$ cat config.mk
export PLATFORM = sky130hd
export DESIGN_NAME = game_regs_flat
export DESIGN_NICKNAME = d
export VERILOG_FILES = /design/src/rtl/game_regs_pkg.sv /design/src/rtl/game_regs_if.sv /design/src/rtl/game_regs_bin2bcd_seq.sv /design/src/rtl/game_regs.sv /design/src/flat_wrapper.sv
export SDC_FILE = /design/constraint.sdc
export NUM_CORES = 1
export LEC_CHECK = 0
export BUFFER_PORTS_ARGS = -buffer_cell sky130_fd_sc_hd__buf_2
export CORE_MARGIN = 10
export CORE_UTILIZATION = 40
export CTS_BUF_LIST = sky130_fd_sc_hd__clkbuf_2 sky130_fd_sc_hd__clkbuf_4 sky130_fd_sc_hd__clkbuf_8
export DETAILED_ROUTE_END_ITERATION = 10
export PLACE_DENSITY = 0.65
export SLEW_MARGIN = 20
export SYNTH_ARGS = -nofsm -noshare
export SYNTH_HDL_FRONTEND = slang
export SYNTH_SLANG_ARGS = --single-unit
$ cat constraint.sdc
create_clock -name Clk -period 2.12 [get_ports Clk]
set_input_delay 0.318 -clock Clk [delete_from_list [all_inputs] [get_ports Clk]]
set_output_delay 0.318 -clock Clk [all_outputs]
set_load 0.01 [all_outputs]
$ cat src/rtl/game_regs_pkg.sv
// Shared definitions for the game status register block: default timing
// parameters, fruit bit positions, the BCD converter state encoding and the
// shift-add-3 step used by the converter.
package game_pkg;

  localparam int TIME_LIMIT_DEFAULT = 120;
  localparam int FPS_DEFAULT        = 60;

  localparam int FRUIT_APPLE  = 0;
  localparam int FRUIT_PEAS   = 1;
  localparam int FRUIT_GRAPES = 2;
  localparam int FRUIT_DRINK  = 3;

  localparam int LIVES_MAX_LOST = 2;

  // One shift-add-3 iteration per input bit of the 10-bit score.
  localparam int BCD_ITERS = 10;

  typedef enum logic [1:0] {
    BCD_IDLE  = 2'd0,
    BCD_SHIFT = 2'd1,
    BCD_DONE  = 2'd2
  } bcd_state_t;

  // One double-dabble step on {digits[15:0], binary[9:0]}: bump every digit
  // that is 5 or more by 3, then shift the whole word left by one.
  function automatic logic [25:0] add3_shift(input logic [25:0] w);
    logic [25:0] t;
    t = w;
    for (int i = 0; i < 4; i++) begin
      if (t[10 + 4*i +: 4] >= 4'd5) begin
        t[10 + 4*i +: 4] = t[10 + 4*i +: 4] + 4'd3;
      end else begin
        t[10 + 4*i +: 4] = t[10 + 4*i +: 4];
      end
    end
    return {t[24:0], 1'b0};
  endfunction

endpackage

$ cat src/rtl/game_regs_if.sv
// Bundle of the write strobes/data from the game-logic FSM and the values the
// register block drives back to it and to the HUD.
interface game_regs_if;

  logic        Load_S;
  logic        Load_F;
  logic        Load_L;
  logic [9:0]  score_to_reg;
  logic [3:0]  fruits_to_reg;
  logic [7:0]  lives_to_reg;

  logic [9:0]  score_from_reg;
  logic [3:0]  fruits_from_reg;
  logic [7:0]  lives_from_reg;
  logic [31:0] counter;
  logic [15:0] score_bcd;
  logic        bcd_busy;

  modport master (
    output Load_S, Load_F, Load_L, score_to_reg, fruits_to_reg, lives_to_reg,
    input  score_from_reg, fruits_from_reg, lives_from_reg, counter,
           score_bcd, bcd_busy
  );

  modport slave (
    input  Load_S, Load_F, Load_L, score_to_reg, fruits_to_reg, lives_to_reg,
    output score_from_reg, fruits_from_reg, lives_from_reg, counter,
           score_bcd, bcd_busy
  );

endinterface

$ cat src/rtl/game_regs_bin2bcd_seq.sv
// Sequential 10-bit binary to 4-digit BCD converter. A start pulse in IDLE
// latches the input; ten SHIFT cycles run the shift-add-3 steps; the DONE
// cycle publishes the finished digits so the output never shows a partial
// result. busy flags the SHIFT phase, done flags the DONE cycle.
module bin2bcd_seq
  import game_pkg::*;
(
  input  logic        clk,
  input  logic        rst,
  input  logic        start,
  input  logic [9:0]  bin,
  output logic [15:0] bcd,
  output logic        busy,
  output logic        done
);

  bcd_state_t  state;
  bcd_state_t  state_next;
  logic [3:0]  iter;
  logic [25:0] work;
  logic [15:0] bcd_q;

  // State register.
  always_ff @(posedge clk) begin
    if (rst) begin
      state <= BCD_IDLE;
    end else begin
      state <= state_next;
    end
  end

  // Next-state decode: leave SHIFT on the tenth iteration.
  always_comb begin
    state_next = state;
    case (state)
      BCD_IDLE: begin
        if (start) begin
          state_next = BCD_SHIFT;
        end else begin
          state_next = BCD_IDLE;
        end
      end
      BCD_SHIFT: begin
        if (iter == 4'(BCD_ITERS - 1)) begin
          state_next = BCD_DONE;
        end else begin
          state_next = BCD_SHIFT;
        end
      end
      BCD_DONE: state_next = BCD_IDLE;
      default:  state_next = BCD_IDLE;
    endcase
  end

  // Datapath: latch on start, iterate in SHIFT, publish digits in DONE.
  always_ff @(posedge clk) begin
    if (rst) begin
      iter  <= 4'd0;
      work  <= 26'd0;
      bcd_q <= 16'h0000;
    end else begin
      case (state)
        BCD_IDLE: begin
          if (start) begin
            work <= {16'h0000, bin};
            iter <= 4'd0;
          end else begin
            work <= work;
          end
        end
        BCD_SHIFT: begin
          work <= add3_shift(work);
          iter <= iter + 4'd1;
        end
        BCD_DONE: bcd_q <= work[25:10];
        default:  bcd_q <= bcd_q;
      endcase
    end
  end

  assign bcd  = bcd_q;
  assign busy = (state == BCD_SHIFT);
  assign done = (state == BCD_DONE);

endmodule

$ cat src/rtl/game_regs.sv
// Game status registers (score, fruit mask, lives lost), the seconds
// countdown driven by frame ticks, and the score-to-BCD conversion with a
// pending flag so a score written mid-conversion is always converted too.
module game_regs
  import game_pkg::*;
#(
  parameter int TIME_LIMIT     = TIME_LIMIT_DEFAULT,
  parameter int FRAMES_PER_SEC = FPS_DEFAULT
)
(
  input logic        Clk,
  input logic        Reset,
  input logic        frame_tick,
  input logic        pause,
  game_regs_if.slave bus
);

  localparam int CNT_W = $clog2(TIME_LIMIT + 1);
  localparam int PRE_W = $clog2(FRAMES_PER_SEC + 1);

  logic [9:0]       score;
  logic [3:0]       fruits;
  logic [7:0]       lives;
  logic [CNT_W-1:0] seconds;
  logic [PRE_W-1:0] prescale;
  logic             load_s_q;
  logic             pending;
  logic             conv_start;
  logic             conv_shift;
  logic             conv_done;
  logic [15:0]      bcd_val;

  // Status registers: each loads on its own strobe, independently of the others.
  always_ff @(posedge Clk) begin
    if (Reset) begin
      score    <= 10'd0;
      fruits   <= 4'd0;
      lives    <= 8'd0;
      load_s_q <= 1'b0;
    end else begin
      if (bus.Load_S) score  <= bus.score_to_reg;
      if (bus.Load_F) fruits <= bus.fruits_to_reg;
      if (bus.Load_L) lives  <= bus.lives_to_reg;
      load_s_q <= bus.Load_S;
    end
  end

  // Countdown: prescale frame ticks to seconds; frozen by pause, stops at zero.
  always_ff @(posedge Clk) begin
    if (Reset) begin
      prescale <= {PRE_W{1'b0}};
      seconds  <= CNT_W'(TIME_LIMIT);
    end else if (frame_tick && !pause && (seconds != {CNT_W{1'b0}})) begin
      if (prescale == PRE_W'(FRAMES_PER_SEC - 1)) begin
        prescale <= {PRE_W{1'b0}};
        seconds  <= seconds - CNT_W'(1);
      end else begin
        prescale <= prescale + PRE_W'(1);
      end
    end
  end

  // Start a conversion from idle after a score write or a deferred request.
  always_comb begin
    conv_start = (load_s_q | pending) & ~(conv_shift | conv_done);
  end

  // Pending flag: a score write that cannot start its own conversion now
  // (engine busy, or the engine is latching the previous value this cycle).
  always_ff @(posedge Clk) begin
    if (Reset) begin
      pending <= 1'b0;
    end else if (bus.Load_S && (conv_shift || conv_done || conv_start)) begin
      pending <= 1'b1;
    end else if (conv_start) begin
      pending <= 1'b0;
    end
  end

  bin2bcd_seq u_bcd (
    .clk   (Clk),
    .rst   (Reset),
    .start (conv_start),
    .bin   (score),
    .bcd   (bcd_val),
    .busy  (conv_shift),
    .done  (conv_done)
  );

  assign bus.score_from_reg  = score;
  assign bus.fruits_from_reg = fruits;
  assign bus.lives_from_reg  = lives;
  assign bus.counter         = {{(32 - CNT_W){1'b0}}, seconds};
  assign bus.score_bcd       = bcd_val;
  assign bus.bcd_busy        = conv_shift | conv_done;

endmodule

$ cat src/flat_wrapper.sv
// flat-port wrapper written by rule: the top's interface ports become plain ports
module game_regs_flat import game_pkg::*;
#(
  parameter int TIME_LIMIT     = TIME_LIMIT_DEFAULT,
  parameter int FRAMES_PER_SEC = FPS_DEFAULT
)
  (Clk, Reset, frame_tick, pause, bus_Load_S, bus_Load_F, bus_Load_L, bus_score_to_reg, bus_fruits_to_reg, bus_lives_to_reg, bus_score_from_reg, bus_fruits_from_reg, bus_lives_from_reg, bus_counter, bus_score_bcd, bus_bcd_busy);
  game_regs_if bus_i ();
  input logic Clk;
  input logic Reset;
  input logic frame_tick;
  input logic pause;
  input wire logic [$bits(bus_i.Load_S)-1:0] bus_Load_S;
  input wire logic [$bits(bus_i.Load_F)-1:0] bus_Load_F;
  input wire logic [$bits(bus_i.Load_L)-1:0] bus_Load_L;
  input wire logic [$bits(bus_i.score_to_reg)-1:0] bus_score_to_reg;
  input wire logic [$bits(bus_i.fruits_to_reg)-1:0] bus_fruits_to_reg;
  input wire logic [$bits(bus_i.lives_to_reg)-1:0] bus_lives_to_reg;
  output wire logic [$bits(bus_i.score_from_reg)-1:0] bus_score_from_reg;
  output wire logic [$bits(bus_i.fruits_from_reg)-1:0] bus_fruits_from_reg;
  output wire logic [$bits(bus_i.lives_from_reg)-1:0] bus_lives_from_reg;
  output wire logic [$bits(bus_i.counter)-1:0] bus_counter;
  output wire logic [$bits(bus_i.score_bcd)-1:0] bus_score_bcd;
  output wire logic [$bits(bus_i.bcd_busy)-1:0] bus_bcd_busy;
  assign bus_i.Load_S = bus_Load_S;
  assign bus_i.Load_F = bus_Load_F;
  assign bus_i.Load_L = bus_Load_L;
  assign bus_i.score_to_reg = bus_score_to_reg;
  assign bus_i.fruits_to_reg = bus_fruits_to_reg;
  assign bus_i.lives_to_reg = bus_lives_to_reg;
  assign bus_score_from_reg = bus_i.score_from_reg;
  assign bus_fruits_from_reg = bus_i.fruits_from_reg;
  assign bus_lives_from_reg = bus_i.lives_from_reg;
  assign bus_counter = bus_i.counter;
  assign bus_score_bcd = bus_i.score_bcd;
  assign bus_bcd_busy = bus_i.bcd_busy;
  game_regs #(.TIME_LIMIT(TIME_LIMIT), .FRAMES_PER_SEC(FRAMES_PER_SEC)) u_core (.Clk(Clk), .Reset(Reset), .frame_tick(frame_tick), .pause(pause), .bus(bus_i));
endmodule
==> results of run 1 <==
power groups by stage:
stage,combinational (W),sequential [W],clock (W)
finish,0.000348,0.00169,0.00111
global route,0.000394,0.00170,0.00123
CTS,0.000351,0.00169,0.00116
detailed placement,0.000351,0.00172,0
global placement,0.000342,0.00172,0
floorplan,0.000260,0.00173,0
cells in the mapped netlist (4+ instances only):
| cell | number |
|---|---|
| nand4_1 | 6 |
| mux2_2 | 4 |
| nand2b_1 | 6 |
| clkbuf_1 | 12 |
| o21ai_0 | 8 |
| buf_4 | 25 |
| ha_1 | 16 |
| mux2i_1 | 48 |
| and2_1 | 4 |
| nand3_1 | 5 |
| dfxtp_1 | 85 |
| nor2_1 | 60 |
| xnor2_1 | 8 |
| buf_2 | 8 |
| a211oi_1 | 11 |
| o2bb2ai_1 | 8 |
| nand2_1 | 11 |
| a21oi_1 | 20 |
| inv_1 | 19 |
| nor3_1 | 9 |
| nor3b_1 | 4 |
kinds of logic after synthesis:
group | after synthesis | share of synthesized area, %
mux | 52 | 13.4
other cells | 1 | 0.0955
xor+xnor | 8 | 1.78
flops | 85 | 43.3
fa+ha+maj | 16 | 5.10
compound gates | 69 | 12.1
simple gates | 118 | 15.0
buf+inv | 66 | 9.15
final timing paths:
path,end,cells past startpoint
max reg2reg,u_core.u_bcd.work[4]$_SDFFE_PP0P_,7
min,u_core.bus.score_from_reg[9]$_SDFFE_PP0P_,3
max,u_core.u_bcd.work[4]$_SDFFE_PP0P_,7
min reg2reg,u_core.u_bcd.work[10]$_SDFFE_PP0P_,2
tightest hold or removal path, delay by kind of cell:
kind / cells / cell delay [ps]
buf+inv: 1 / 70
mux: 1 / 50
simple gates: 1 / 70
stage by stage:
| step | instances | hold slack, ps | utilization, % | setup slack [ps] | total power, W |
|---|---|---|---|---|---|
| floorplan | 439 | 448 | - | 422 | 0.00199 |
| CTS | 625 | 163 | 47.1 | 219 | 0.00320 |
| global placement | 609 | 459 | 45.1 | 329 | 0.00206 |
| detailed placement | 609 | 465 | 45.1 | 237 | 0.00208 |
| global route | 625 | 177 | 47.1 | 39.0 | 0.00332 |
| finish | 625 | 187 | 47.1 | 228 | 0.00315 |
layout make-up:
| class | count | area, um2 |
|---|---|---|
| Fill cell | 926 | 5120 |
| Multi-Input combinational cell | 288 | 1960 |
| Sequential cell | 85 | 1700 |
| Timing Repair Buffer | 83 | 463 |
| Tap cell | 133 | 166 |
| Clock buffer | 12 | 165 |
| Inverter | 20 | 75.1 |
| Clock inverter | 4 | 31.3 |
routing by layer:
| layer | part of all wire, % | vias to the layer above | wire length (um) | global-route usage [%] |
|---|---|---|---|---|
| li1 | - | 1538 | - | - |
| met1 | 46 | 1408 | 3940 | 14.3 |
| met2 | 42 | 102 | 3640 | 18.6 |
| met3 | 10 | 7 | 872 | 6.52 |
| met4 | 1.4 | 0 | 116 | 4.81 |
| met5 | 0 | - | 0 | 0 |
cell usage in the layout (no fill, tap or decap), types with 5 or more instances in the layout:
master / n
xnor2_1: 8
inv_1: 19
clkbuf_8: 12
ha_1: 16
nand2b_1: 6
nand2_1: 11
a211oi_1: 11
conb_1: 25
nor3_1: 9
o2bb2ai_1: 8
nand3_1: 5
nor2_1: 60
buf_4: 7
buf_2: 74
dfxtp_1: 85
o21ai_0: 8
a21oi_1: 20
nand4_1: 6
mux2i_1: 48
==> metrics, run 1 <==
status=finished clean; sequential share of power=53.6%; Num CTS Buffers=9; Synth Instances=415; critical path buffer and inverter count=2; Pint=0.00231 W; crit end category=register; starting density of the core=40.5%; TritonCTS clock tree=yes; Clk pwr share=35.4%; min-delay src=bus_score_to_reg[9]; core footprint=9680 um2; Final Hold Fails=0; area grow syn2layout=16.3%; Slowest-stage cell, CP=dfxtp_1; DRT antenna net count=0; clock input transition at the sequential cells of the worst setup and hold paths=90 ps; Period minus WS final=1890 ps; largest net degree at the start of global routing=68; fmax=528 MHz; IO buf count=74; Die H=119 um; CTS Buffer Depth=2; DRC Markers=0; placer congestion estimate=0.755; kind of cell adding the most delay to the critical path=compound AO/OA/AOI/OAI gates; Yosys top cell area share=43.3%; crit path cell chain=inv_1 -> ha_1 -> nand2b_1 -> o22ai_2 -> buf_4 -> nor2_1 -> a211oi_1; Largest register FFs=26; initial antenna violation count=0; skew final=10.6 ps; clk_lat worst skew=360 ps; clk root buf=clkbuf_8; drt wl/cell=13.7 um; Synth Cell Area=3930 um2; hpwl dp=6330 um; fin crit share=89.3%; Seq/Total Area, Yosys=43.3%; Overflow after GRT=0; prevailing post-synth register cell=dfxtp_1; main area contributors after synthesis=dfxtp_1 (43%), mux2i_1 (12%), nor2_1 (5.7%); CTS Hold Bufs=0; final setup vio count=0; Peak supply drop=0.000446 V; setup tns final=0 ps; fin area=4560 um2; router iterations before antenna repair=4; First DRT Iteration DRCs=90; Critical R2R Launch=u_core.u_bcd.state[0]$_SDFF_PP0_; syn_area_per_cell=9.46 um2; DIE AREA=14200 um2; CP required=2390 ps; global-route wire length before repair=14500 um; vias post-DR=3055; setup slack, reg-to-reg=230 ps; Post-CTS Resized=0; IO Count=100; vias per cell=4.89; worst endpoint data arrival time=2160 ps; synthesis-stage register bit count=85; RSZ-0062 raised after global routing=false; beginning of the critical path=u_core.u_bcd.state[0]$_SDFF_PP0_; share of cells above drive strength 1=22.8%; cell area power density=690 nW/um2; largest area contributor in the netlist=dfxtp_1; CTS sink count=85; Antenna Cells=0; sw power=0.000836 W; HP Class=in2reg; Setup Buffers After CTS=0; P_leak=1.93 nW; WL final=8570 um; vias in the first global route=3105; Layout Nets=532; critical path startpoint category=register; Crit Path Class=reg2reg; reported max-cap violation count=0; maximum fanout along the worst path=20; GR Util All Layers=12.3%; area post-placement=4370 um2; Net Sw Frac=26.6%; Synth cell types=47; Final Max Tran Viols=0; Horiz. Die Dim=119 um; Row Count=36; Comb power frac=11.1%; FFs w/ async S/R, synth=0%; H-Tree Level Count=3; number of enable flip-flop cells after synthesis=0; slowest cell delay on critical path=350 ps; yosys synthesis warning count=0
(Power assumes the default switching activity.)
==> run 2: changes to the inputs <==
ABC_AREA = 1   (was not set)
clock period = 1.9 ns   (was 2.12 ns; I/O delays follow)
==> metrics, run 2 <==
Layout Nets=671; Horiz. Die Dim=120 um; Yosys top cell area share=42.3%; initial antenna violation count=0; most common cell in the netlist=nand2_1; CP required=2160 ps; status=finished clean; Final Hold Fails=0; core footprint=9770 um2; reported max-cap violation count=0; Antenna Cells=0; Slowest-stage cell, CP=dfxtp_1; RSZ-0062 raised after global routing=false; Period minus WS final=1680 ps; GR Util All Layers=12.8%; most frequent cells in the layout=nand2_1 (103), dfxtp_1 (85), nor2_1 (74), buf_2 (74), o21ai_0 (63); commonest non-fill, non-tap cell in the layout=nand2_1; clk root buf=clkbuf_8; final non-filler cell total=764; FFs w/ async S/R, synth=0%; number of enable flip-flop cells after synthesis=0; HP Class=in2reg; largest area contributor in the netlist=dfxtp_1; vias in the first global route=3548; DRC Markers=0; Die H=120 um; synthesis-stage register bit count=85; Final Max Tran Viols=0; prevailing post-synth register cell=dfxtp_1; Seq/Total Area, Yosys=42.3%; skew final=8.21 ps; worst endpoint data arrival time=1940 ps; WL final=9090 um; depth of the most critical reg-to-reg path=8; vias per cell=4.65; setup slack, reg-to-reg=220 ps; syn_area_per_cell=7.23 um2; DIE AREA=14500 um2; placed insts=748; clock input transition at the sequential cells of the worst setup and hold paths=90 ps; Post-synth top cells=nand2_1 (103), dfxtp_1 (85), nor2_1 (74); cell area power density=770 nW/um2; min-delay src=bus_score_to_reg[0]; TritonCTS clock tree=yes; beginning of the critical path=u_core.u_bcd.state[0]$_SDFF_PP0_; router iterations before antenna repair=4; P_leak=2.16 nW; IO Count=100; grt met2 use=23.0%; hpwl dp=6820 um; grt peak-use layer=met2; Crit Path Class=reg2reg; fin crit share=88.6%; hold path depth=3; crit path cell chain=inv_1 -> ha_1 -> nor2_1 -> nand2_1 -> nand2_4 -> nand2_2 -> clkinv_2 -> o21a_1; Synth Cell Area=4020 um2; main area contributors after synthesis=dfxtp_1 (42%), nand2_1 (9.6%), o21ai_0 (7.8%); Setup Buffers After CTS=0; maximum fanout along the worst path=14; yosys synthesis warning count=0; placer congestion estimate=0.806; global-route wire length before repair=15600 um; CTS sink count=85; drt wl/cell=11.9 um; Peak supply drop=0.000465 V; setup tns final=0 ps; fmax=594 MHz; share of cells above drive strength 1=17.7%; largest net degree at the start of global routing=32; CTS Buffer Depth=2; hold worst-path end=u_core.bus.score_from_reg[0]$_SDFFE_PP0P_; crit end category=register; vias post-DR=3549; final setup vio count=0; starting density of the core=41.2%; met3 Usage GRT=4.33%; worst hold slack=146 ps; Worst R2R End=u_core.u_bcd.iter[0]$_SDFFE_PP0P_; critical path startpoint category=register; Synth cell types=29; IO buf count=74; M1 GR Usage=13.3%; critical path buffer and inverter count=2; Largest register FFs=26; Row Count=36; kind of cell adding the most delay to the critical path=simple AND/OR/NAND/NOR gates; clk_lat worst skew=360 ps; DRT antenna net count=0; area grow syn2layout=15.0%; Num CTS Buffers=9; H-Tree Level Count=3; Critical R2R Launch=u_core.u_bcd.state[0]$_SDFF_PP0_; slowest cell delay on critical path=350 ps; Synth Instances=556; Overflow after GRT=0; First DRT Iteration DRCs=172
==> run 2: changes by cell type in the layout (fill, tap and decap cells not counted), moves of 11 or more <==
cell | previous run | this run
mux2i_1 | 48 | 0
a21oi_1 | 20 | 49
inv_1 | 19 | 56
nor2_1 | 60 | 74
o21ai_0 | 8 | 63
nand3_1 | 5 | 25
nand2_1 | 11 | 103
a211oi_1 | 11 | 0
==> run 2: logic make-up (layout without fill, tap and decap cells) <==
| logic type | Yosys count | count (layout) | share of synthesized area, % |
|---|---|---|---|
| adder cells (fa/ha/maj) | 16 | 16 | 4.98 |
| flip-flops | 85 | 85 | 42.3 |
| XOR/XNOR | 4 | 4 | 0.871 |
| AND/OR/NAND/NOR | 225 | 225 | 23.6 |
| other | 1 | 25 | 0.0932 |
| AO/OA/AOI/OAI | 118 | 118 | 15.2 |
| buffers and inverters | 107 | 158 | 12.9 |
==> run 2: per-stage QoR <==
| step | total power (W) | utilization, % | setup slack [ps] | cell area, um2 |
|---|---|---|---|---|
| after detailed placement | 0.00230 | 45.1 | 165 | 4410 |
| after CTS | 0.00360 | 47.2 | 137 | 4620 |
| after global placement | 0.00228 | 45.1 | 268 | 4410 |
| final | 0.00356 | 47.3 | 216 | 4630 |
| after global routing | 0.00374 | 47.3 | 26.8 | 4630 |
| after floorplan | 0.00221 | - | 387 | 4110 |
==> run 2: worst reg2reg max path, cell delays in order (launching register included) <==
cell and delay, ps:
dfxtp_1 350, inv_1 70, ha_1 330, nor2_1 60
nand2_1 130, nand2_4 130, nand2_2 110, clkinv_2 180
o21a_1 220
==> run 2: what timing repair did <==
action                                  4_1_cts  5_1_grt
resized for setup                             0        4
hold buffers                                  0        0
hold endpoints to repair                      0        0
endpoints found under the setup margin        0       14
==> run 2: cell type report <==
cell class              count  area, um2
clock buffers              11        145
clock inverters             5       60.1
fillers                  1020       5150
inverters                  61        233
multi-input cells         388       1900
flip-flops and latches     85       1700
well taps                 133        166
repair buffers             81        423
==> run 2: worst max path at each step <==
| stage | slack, ps | end | cells after the start |
|---|---|---|---|
| finish | 220 | u_core.u_bcd.iter[0]$_SDFFE_PP0P_ | 8 |
| global route | 30 | u_core.u_bcd.work[24]$_SDFFE_PP0P_ | 9 |
| CTS | 140 | u_core.u_bcd.work[20]$_SDFFE_PP0P_ | 9 |
| detailed placement | 160 | u_core.u_bcd.work[20]$_SDFFE_PP0P_ | 9 |
| global placement | 270 | u_core.u_bcd.work[9]$_SDFFE_PP0P_ | 8 |
| floorplan | 390 | u_core.u_bcd.iter[1]$_SDFFE_PP0P_ | 8 |
==> run 2: per-layer routing <==
metal	wire length, um	up-vias
met1	3870	1601
li1	-	1864
met2	4580	75
met3	517	9
met4	123	0
met5	0	-
==> run 2: where the power goes <==
part	switching (W)	internal (W)
logic	0.000246	0.000124
registers	0.0000371	0.00185
clock network	0.000645	0.000660
==> run 3: changes to the inputs <==
PLACE_DENSITY = not set   (was 0.65)
PLACE_DENSITY_LB_ADDON = 0.3   (was not set)
==> metrics, run 3 (same netlist as run 2, synthesis figures left out) <==
clk root buf=clkbuf_8; Num CTS Buffers=9; vias post-DR=3554; Antenna Cells=0; reported max-cap violation count=0; Largest register FFs=26; Post-CTS Resized=0; CTS Buffer Depth=2; Net Sw Frac=24.3%; Pint=0.00279 W; TritonCTS clock tree=yes; Layout Nets=670; Final Hold Fails=0; Crit Path Class=reg2reg; slowest cell delay on critical path=340 ps; CTS Hold Bufs=0; WL final=8920 um; global-route wire length before repair=15300 um; sw power=0.000896 W; placer congestion estimate=0.817; Sequential Area=1700 um2; starting density of the core=41.2%; kind of cell adding the most delay to the critical path=simple AND/OR/NAND/NOR gates; CP required=2170 ps; Clk pwr share=39.1%; crit end category=register; clk_lat worst skew=350 ps; Final Max Tran Viols=0; P_leak=2.17 nW; critical path buffer and inverter count=2; IO Count=100; vias in the first global route=3433; DRC Markers=0; core footprint=9770 um2; router iterations before antenna repair=4; hpwl dp=6630 um; Overflow after GRT=0; First DRT Iteration DRCs=149; clock input transition at the sequential cells of the worst setup and hold paths=80 ps; Comb power frac=9.8%; fin area=4640 um2; share of cells above drive strength 1=17.6%; final non-filler cell total=763; Row Count=36; cell area power density=795 nW/um2; CTS sink count=85; Horiz. Die Dim=120 um; # fillers=1007; final setup vio count=0; Setup Buffers After CTS=0; Critical R2R Launch=u_core.u_bcd.state[0]$_SDFF_PP0_; area occupied by multi-input gates=1890 um2; initial antenna violation count=0; IO buf count=74; GR Util All Layers=12.4%; drt wl/cell=11.7 um; status=finished clean; placed insts=747; maximum fanout along the worst path=14; crit path cell chain=inv_1 -> ha_1 -> nor2_1 -> nand2_1 -> nand2_2 -> nand2_2 -> inv_4 -> nand2_1 -> a21oi_1; worst endpoint data arrival time=1960 ps; Die H=120 um; final core utilization=47.5%; skew final=10.2 ps; setup tns final=0 ps; area post-placement=4410 um2; sequential share of power=51.1%; min-delay src=bus_score_to_reg[9]; most frequent cells in the layout=nand2_1 (103), dfxtp_1 (85), nor2_1 (74), buf_2 (74), o21ai_0 (63); beginning of the critical path=u_core.u_bcd.state[0]$_SDFF_PP0_; fin crit share=88.6%; area grow syn2layout=15.3%; RSZ-0062 raised after global routing=false; HP Class=in2reg; DRT antenna net count=0; Period minus WS final=1680 ps; largest net degree at the start of global routing=32; H-Tree Level Count=3; vias per cell=4.66; DIE AREA=14500 um2; Power Total=0.00369 W; fmax=594 MHz; Peak supply drop=0.000397 V; commonest non-fill, non-tap cell in the layout=nand2_1; Slowest-stage cell, CP=dfxtp_1; critical path startpoint category=register
-- run 3: power groups by stage --
stage               Sequential (W)  Combinational (W)  Clock [W]
floorplan                  0.00194           0.000271          0
global placement           0.00192           0.000354          0
detailed placement         0.00193           0.000362          0
CTS                        0.00189           0.000364    0.00150
global route               0.00190           0.000419    0.00157
finish                     0.00189           0.000362    0.00144
-- run 3: final timing paths --
check / to / slack [ps] / cells after the start
max: u_core.u_bcd.work[11]$_SDFFE_PP0P_ / 220 / 9
min: u_core.bus.score_from_reg[9]$_SDFFE_PP0P_ / 160 / 3
max reg2reg: u_core.u_bcd.work[11]$_SDFFE_PP0P_ / 220 / 9
min reg2reg: u_core.u_bcd.work[19]$_SDFFE_PP0P_ / 470 / 2
-- run 3: metal layers --
layer | GRT usage [%] | share of wire (%) | up-vias
met3 | 4.89 | 7.3 | 8
met1 | 13.5 | 43 | 1588
met4 | 4.68 | 1.1 | 0
met5 | 0 | 0 | -
li1 | - | - | 1879
met2 | 21.5 | 49 | 79
-- run 3: per-stage QoR --
step           hold WS, ps  setup WS [ps]
3_3_place_gp           454            283
2_1_floorplan          417            387
5_1_grt                147           39.4
6_report               160            216
4_1_cts                141            156
3_5_place_dp           455            187
-- run 3: worst register-to-register path: stages, from the launching register on --
cell and delay (ps):
dfxtp_1 340, inv_1 60, ha_1 330, nor2_1 110, nand2_1 90, nand2_2 200, nand2_2 120, inv_4 160
nand2_1 70, a21oi_1 130
-- run 3: layout make-up --
cell class                      instances  share of cell area, %
Tap cell                              133                   3.59
Timing Repair Buffer                   80                   8.95
Clock buffer                           12                   3.43
Multi-Input combinational cell        388                   40.8
Inverter                               61                   5.04
Clock inverter                          4                   1.51
Sequential cell                        85                   36.7
